`config.mk`:
```
export PLATFORM = sky130hd
export DESIGN_NAME = unsigned_64d32_seq_div
export DESIGN_NICKNAME = d
export VERILOG_FILES = /design/src/rtl/unsigned_64d32_seq_div.sv
export SDC_FILE = /design/constraint.sdc
export NUM_CORES = 1
export LEC_CHECK = 0
export CAP_MARGIN = 20
export CORE_ASPECT_RATIO = 1.5
export CORE_MARGIN = 4
export CORE_UTILIZATION = 53
export DETAILED_ROUTE_END_ITERATION = 10
export PLACE_DENSITY = 0.78
export SYNTH_ARGS = -nofsm -noshare
export SYNTH_HDL_FRONTEND = slang
export SYNTH_SLANG_ARGS = --single-unit
```
`constraint.sdc`:
```
create_clock -name clk -period 4.1 [get_ports clk]
set_input_delay 0.82 -clock clk [delete_from_list [all_inputs] [get_ports clk]]
set_output_delay 0.82 -clock clk [all_outputs]
set_load 0.03 [all_outputs]
```
`src/rtl/unsigned_64d32_seq_div.sv`:
```
// rtl/unsigned_64d32_seq_div.sv - sequential restoring divider, 64-bit dividend by 32-bit divisor
//
// Ports:
//   clk, rst            rising-edge clock, synchronous active-high reset
//   in_valid / in_ready operand handshake; z (64b dividend) and y (32b divisor)
//                       are latched on the accepting edge
//   out_valid/out_ready result handshake; q quotient, r remainder, ovf set when
//                       the quotient does not fit in 32 bits or y == 0
//
// Build option:
//   UNSIGNED_DIV_TRUNC_L10_EN  run only 22 iterations, producing q[31:10];
//                              q[9:0] and r read as zero. Overflow path unchanged.

module unsigned_64d32_seq_div (
  input  logic        clk,
  input  logic        rst,
  input  logic        in_valid,
  output logic        in_ready,
  input  logic [63:0] z,
  input  logic [31:0] y,
  output logic        out_valid,
  input  logic        out_ready,
  output logic [31:0] q,
  output logic [31:0] r,
  output logic        ovf
);

`ifdef UNSIGNED_DIV_TRUNC_L10_EN
  localparam int QW = 22;
`else
  localparam int QW = 32;
`endif
  localparam logic [5:0] ITERS = 6'(QW);

  typedef enum logic [1:0] {IDLE, CALC, DONE} state_t;

  state_t         state;
  logic [32:0]    rem;       // partial remainder, always < divisor between steps
  logic [31:0]    dvd_lo;    // low dividend word, shifted out MSB first
  logic [31:0]    dvs;
  logic [QW-1:0]  quo;
  logic [5:0]     cnt;
  logic           ovf_pend;  // overflow detected at accept; reported on the next edge

  // One restoring step: shift in the next dividend bit, subtract if it fits.
  logic [33:0]    rem_sh;
  logic [32:0]    diff;
  logic           fits;
  logic [32:0]    rem_nx;
  logic [QW-1:0]  quo_nx;

  always_comb begin
    rem_sh = {rem, dvd_lo[31]};
    fits   = rem_sh >= {2'b00, dvs};
    // Only used when fits, so the result is below dvs and 33 bits suffice.
    diff   = rem_sh[32:0] - {1'b0, dvs};
    rem_nx = fits ? diff : rem_sh[32:0];
    quo_nx = {quo[QW-2:0], fits};
  end

  always_ff @(posedge clk) begin
    if (rst) begin
      state     <= IDLE;
      in_ready  <= 1'b1;
      out_valid <= 1'b0;
      q         <= '0;
      r         <= '0;
      ovf       <= 1'b0;
      rem       <= '0;
      dvd_lo    <= '0;
      dvs       <= '0;
      quo       <= '0;
      cnt       <= '0;
      ovf_pend  <= 1'b0;
    end else begin
      case (state)
        IDLE: begin
          if (in_valid) begin
            state    <= CALC;
            in_ready <= 1'b0;
            rem      <= {1'b0, z[63:32]};
            dvd_lo   <= z[31:0];
            dvs      <= y;
            quo      <= '0;
            cnt      <= ITERS;
            ovf_pend <= (y == 32'd0) || (z[63:32] >= y);
          end
        end

        CALC: begin
          if (ovf_pend) begin
            // dvd_lo still holds z[31:0] since no step has run.
            state     <= DONE;
            out_valid <= 1'b1;
            q         <= 32'hFFFF_FFFF;
            r         <= dvd_lo;
            ovf       <= 1'b1;
            ovf_pend  <= 1'b0;
          end else begin
            rem    <= rem_nx;
            dvd_lo <= {dvd_lo[30:0], 1'b0};
            quo    <= quo_nx;
            cnt    <= cnt - 6'd1;
            if (cnt == 6'd1) begin
              state     <= DONE;
              out_valid <= 1'b1;
              ovf       <= 1'b0;
`ifdef UNSIGNED_DIV_TRUNC_L10_EN
              q         <= {quo_nx, 10'd0};
              r         <= '0;
`else
              q         <= quo_nx;
              r         <= rem_nx[31:0];
`endif
            end
          end
        end

        DONE: begin
          if (out_ready) begin
            state     <= IDLE;
            out_valid <= 1'b0;
            in_ready  <= 1'b1;
          end
        end

        default: begin
          state     <= IDLE;
          in_ready  <= 1'b1;
          out_valid <= 1'b0;
        end
      endcase
    end
  end

endmodule

```
# ---- Word level (Yosys, flattened, before mapping)
# Cells that the tools add are included.
dict set report word_totals {
  ff_bits 204
  output_inout_bits 67
  wordCells 70
}
dict set report op_classes {
  add_sub_neg 2
  order_cmp 2
  eq_ne 7
  mux 33
  n_bitwise 2
  reduce_logical 12
}
# op count
set ops {}
lappend ops {{2-to-1 mux 32 bit} 6}
lappend ops {{2-to-1 mux 33 bit} 3}
lappend ops {{one-hot mux 33 bit (2 select lines)} 1}
lappend ops {{one-hot mux 32 bit (2 select lines)} 1}
lappend ops {{2-to-1 mux 31 bit} 2}
lappend ops {{one-hot mux 31 bit (2 select lines)} 1}
lappend ops {{>= comparator 34 x 32 -> 1 bit} 1}
lappend ops {{subtractor 33 x 32 -> 33 bit} 1}
lappend ops {{>= comparator 32 bit} 1}
lappend ops {{zero test 32 bit} 1}
lappend ops {{2-to-1 mux 6 bit} 2}
lappend ops {{one-hot mux 6 bit (2 select lines)} 1}
lappend ops {{AND reduction 3 bit} 4}
lappend ops {{2-to-1 mux 1 bit} 8}
lappend ops {{2-to-1 mux 2 bit} 4}
lappend ops {{equality test 6 x 1 -> 1 bit (second input constant)} 1}
lappend ops {{inequality test 2 bit (second input constant)} 3}
lappend ops {{one-hot mux 1 bit (3 select lines)} 2}
lappend ops {{one-hot mux 2 bit (3 select lines)} 1}
lappend ops {{AND reduction 2 bit} 3}
lappend ops {{subtractor 6 x 1 -> 6 bit (second input constant)} 1}
lappend ops {{nonzero test 2 bit} 2}
lappend ops {{inequality test 3 bit (second input constant)} 1}
lappend ops {{equality test 2 x 1 -> 1 bit (second input constant)} 1}
lappend ops {{5 further kinds} 6}

# ---- Logic depth before layout (Yosys ltp)
dict set report depth {
  depth_word 4
  mapped_depth 15
  ltp_nobuf 13
}

# ---- Least setup slack after synthesis
# No wires, ideal clock.
dict set report synth_path {
  kind {register -> register}
  from {reg dvd_lo[31]}
  to {reg r[12]}
  t_arrival_ps 2736
  required_time_ps 3972
  setup_slack_ps 1236
  stages_incl_launch_ff 16
  synth_period_minus_slack_ps 2864
  path_cell_list {dfxtp_1 inv_1 ha_1 inv_1 fa_1 a21o_1 a211oi_1 or2_2 o2111ai_4 a41o_1 buf_6 buf_6 mux2i_1 a21oi_1 a21oi_1 nor2_1}
}
dict set report synth_between {
  elab_chain_cells 4
}
# item line_no
set synth_rtl {}
lappend synth_rtl {{from (decl)} 39} ;# logic [31:0] dvd_lo;
lappend synth_rtl {{from (signal assigned)} 82} ;# dvd_lo <= z[31:0];
lappend synth_rtl {{from (signal assigned)} 101} ;# dvd_lo <= {dvd_lo[30:0], 1'b0};
lappend synth_rtl {{subtractor 33 x 32 -> 33 bit or >= comparator 34 x 32 -> 1 bit (tied branches)} {56, 54}}
lappend synth_rtl {{2-to-1 mux 33 bit (*)} 57} ;# rem_nx = fits ? diff : rem_sh[32:0];
lappend synth_rtl {{2-to-1 mux 32 bit (*)} 104} ;# if (cnt == 6'd1) begin
lappend synth_rtl {{2-to-1 mux 32 bit (*)} 91} ;# if (ovf_pend) begin
lappend synth_rtl {{to (signal assigned)} 96} ;# r <= dvd_lo;
lappend synth_rtl {{to (signal assigned)} 113} ;# r <= rem_nx[31:0];
lappend synth_rtl {{to (decl)} 24} ;# output logic [31:0] r,
# Every way passes the cells marked *; elsewhere a longest branch is shown, timed or not. The select of a mux whose other input is x is not followed.
# A chain may end at the register's enable or synchronous reset.

# ---- Worst setup path in the final report
dict set report layout_path {
  from {reg rem[12]}
  to {reg rem[5]}
}
dict set report layout_between {
  elab_chain_cells 4
}
# item line_no
set layout_rtl {}
lappend layout_rtl {{from (decl)} 38} ;# logic [32:0] rem;
lappend layout_rtl {{from (signal assigned)} 81} ;# rem <= {1'b0, z[63:32]};
lappend layout_rtl {{from (signal assigned)} 100} ;# rem <= rem_nx;
lappend layout_rtl {{>= comparator 34 x 32 -> 1 bit} 54} ;# fits = rem_sh >= {2'b00, dvs};
lappend layout_rtl {{2-to-1 mux 33 bit} 57}
lappend layout_rtl {{2-to-1 mux 33 bit} 91}
lappend layout_rtl {{one-hot mux 33 bit (2 select lines)} 76} ;# case (state)
# No other way between the ends. The select of a mux whose other input is x is not followed.

==> results.sh <==
export IMPL_outcome="finished, final reports clean"
export IMPL_synth_edff_count=0
export IMPL_clk_latency_ns=0.50
export IMPL_postCtsSetupRepairBufs=0
export IMPL_yosysWarningCount=0
export IMPL_slowest_delay_ns=0.94
export IMPL_drt_total_wl_um=35700
export IMPL_port_buffers=166
export IMPL_setup_worst_path_start_class="flip-flop"
export IMPL_syn_area_um2=11150
export IMPL_gp_congestion=0.9593
export IMPL_cts_tree="yes"
export IMPL_cp_data_arrival_time_ns=4.00
export IMPL_vias=11154
export IMPL_drtAntennaViolNets=0
export IMPL_finalCritPeriodShare_pct=88.72
export IMPL_final_setup_tns_ns=0
export IMPL_die_area_um2=23470
export IMPL_required_ns=4.47
export IMPL_cp_slowest_cell="a41o_1"
export IMPL_layout_commonest_cell="nand2_1"
export IMPL_synth_seq_cells=204
export IMPL_syn_to_final_growth_pct=22.85
export IMPL_start_util_pct=54.18
export IMPL_io_pins=167
export IMPL_switching_share_pct=38.10
export IMPL_hpwl_um=26340
export IMPL_switching_power_w=0.002742
export IMPL_via_per_inst=5.994
export IMPL_cp_common_cell="a21oi_1"
export IMPL_final_setup_skew_ns=0.01269
export IMPL_p_clk_share_pct=28.2
export IMPL_cts_hold_buf=0
export IMPL_synth_nets=1639
export IMPL_netlist_instances=1472
export IMPL_powerDensity_nw_per_um2=525.4
export IMPL_cts_buffer_depth=3
export IMPL_wl_per_cell_um=19.18
export IMPL_antenna_found_initial=0
export IMPL_final_core_util_pct=66.56
export IMPL_hp_class="flip-flop to flip-flop"
export IMPL_grt_max_degree=76
export IMPL_crit_fanout=18
export IMPL_comb_power_share_pct=39.6
export IMPL_seqPwrFrac_pct=32.2
export IMPL_finalWorstSetupSlack_ns=0.4625
export IMPL_cts_max_level=1
export IMPL_crit_type="flip-flop to flip-flop"
export IMPL_pre_cts_ws_ns=0.2226
export IMPL_synth_ff_type="dfxtp_1"
export IMPL_p_int_w=0.004455
export IMPL_die_x_um=126.4
export IMPL_path_clk_slew_ns=0.07
export IMPL_finalHoldViolCount=0
export IMPL_drt_iter0_drc=732
export IMPL_grtUsageTotal_pct=29.25
export IMPL_max_clock_freq_ghz=0.2749
export IMPL_yosysSeqAreaShare_pct=36.62
export IMPL_mostFrequentLayoutCells="205 x nand2_1, 204 x dfxtp_1, 195 x nor2_1"
export IMPL_chipHeight_um=185.6
export IMPL_core_area_um2=20580
export IMPL_avgSynthCellArea_um2=7.575
export IMPL_cp_cell_sequence="ha_1 -> nand4_1 -> or4_4 -> o2111ai_4 -> a41o_1 -> mux2i_1 -> a21oi_1 -> a21oi_1 -> nor2_1"
export IMPL_cp_buffers_inverters=0
export IMPL_leakage_nw=5.434
export IMPL_slew_headroom_pct=20.80
export IMPL_cts_sinks=204
export IMPL_fin_crit_ns=3.638
export IMPL_nNetsFinal=1752
export IMPL_cts_resized=0
export IMPL_cts_root_buf="clkbuf_16"
export IMPL_antenna_cells=0
export IMPL_grt_pass1_wl_um=55770
export IMPL_grt_overflow=0
export IMPL_firstDrtPassIters=6
export IMPL_cp_end_kind="flip-flop"
export IMPL_rsz0062_at_grt="no"
export IMPL_async_flop_share_pct=0
export IMPL_worstMarginPinSlew_ns=1.158
export IMPL_setup_violations=0
export IMPL_cts_buffers=21
export IMPL_synthDistinctLibCells=68
export IMPL_max_cap_viol_count=0
export IMPL_slew_viol_final=0
export IMPL_first_global_vias=10639
export IMPL_drc=0
export IMPL_drive_above_1_share_pct=5.260
export IMPL_rows=64
export IMPL_critPathTopFamily="compound AO/OA/AOI/OAI gates"
export IMPL_vdd_drop_max_mv=0.4108
-- metal layers --
layer	up-vias	wire length (µm)	GRT usage (%)
met1	5230	14010	35.07
met5	-	0	0
met3	99	2091	3.244
met2	434	17680	51.87
li1	5391	-	-
met4	0	1912	14.34
-- through the flow --
stage	area (µm²)	hold slack [ns]	power [W]	std cells
after floorplan	11150	0.4323	0.004310	1472
after global placement	12960	0.4380	0.005138	1825
after detailed placement	12960	0.4437	0.005156	1825
after CTS	13690	0.4546	0.007183	1860
after global routing	13700	0.4693	0.007572	1861
final	13700	0.4531	0.007198	1861
-- power by group through the flow --
stage	Combinational, W	Sequential, W	Clock (W)
after floorplan	0.00191	0.00240	0
after global placement	0.00279	0.00235	0
after detailed placement	0.00280	0.00236	0
after CTS	0.00282	0.00231	0.00205
after global routing	0.00311	0.00234	0.00213
final	0.00285	0.00232	0.00203
-- synthesized netlist by cell type (all sizes together), types with 14 or more instances --
cell type,instances,area (µm²)
nand2,206,773.2
dfxtp,204,4084
nor2,201,754.5
a21oi,164,820.8
clkbuf,76,289.0
inv,75,281.5
ha,66,825.8
nor3,61,305.3
o21ai,61,305.3
a22oi,32,240.2
a311oi,31,271.5
a21o,25,187.7
buf,25,123.9
a211oi,24,185.2
nand3,22,110.1
xnor2,20,175.2
o31ai,15,112.6
mux2i,14,140.1
-- cell families (layout without fill, tap and decap cells) --
| kind of cell | after synthesis | count (layout) | synth area share (%) |
|---|---|---|---|
| adder cells (fa/ha/maj) | 67 | 67 | 7.585 |
| XOR/XNOR | 31 | 31 | 2.435 |
| flip-flops | 204 | 204 | 36.62 |
| multiplexers | 14 | 14 | 1.257 |
| AND/OR/NAND/NOR | 570 | 570 | 22.28 |
| buffers and inverters | 176 | 301 | 6.228 |
| AO/OA/AOI/OAI | 410 | 410 | 23.59 |
-- worst reg2reg max path, stage by stage (launching register included) --
cell and delay (ns):
dfxtp_1 0.35, ha_1 0.48, nand4_1 0.21, or4_4 0.58, o2111ai_4 0.28, a41o_1 0.94
mux2i_1 0.35, a21oi_1 0.10, a21oi_1 0.16, nor2_1 0.05
-- flip-flops by register name, summed over array words and instances (netlist names) --
signal / flops
cnt: 6
q: 32
out_valid: 1
quo: 31
in_ready: 1
ovf_pend: 1
ovf: 1
r: 32
dvd_lo: 32
rem: 33
dvs: 32
state: 2
-- cell type report --
cell class,instances,area (µm²)
tap,264,330.3
clock buffer,27,598.1
fill,1808,6882
sequential,204,4084
inverter,75,281.5
timing repair buffer,191,1867
multi-input combinational,1092,6409
clock inverter,8,128.9
-- final timing paths --
check	depth (start not counted)	end	from	slack, ns
hold / removal	2	quo[30]	quo[30]	0.45
setup reg to reg	9	rem[5]	rem[12]	0.46
setup / recovery	9	rem[5]	rem[12]	0.46
hold reg to reg	2	quo[30]	quo[30]	0.45
(Power assumes the default switching activity.)
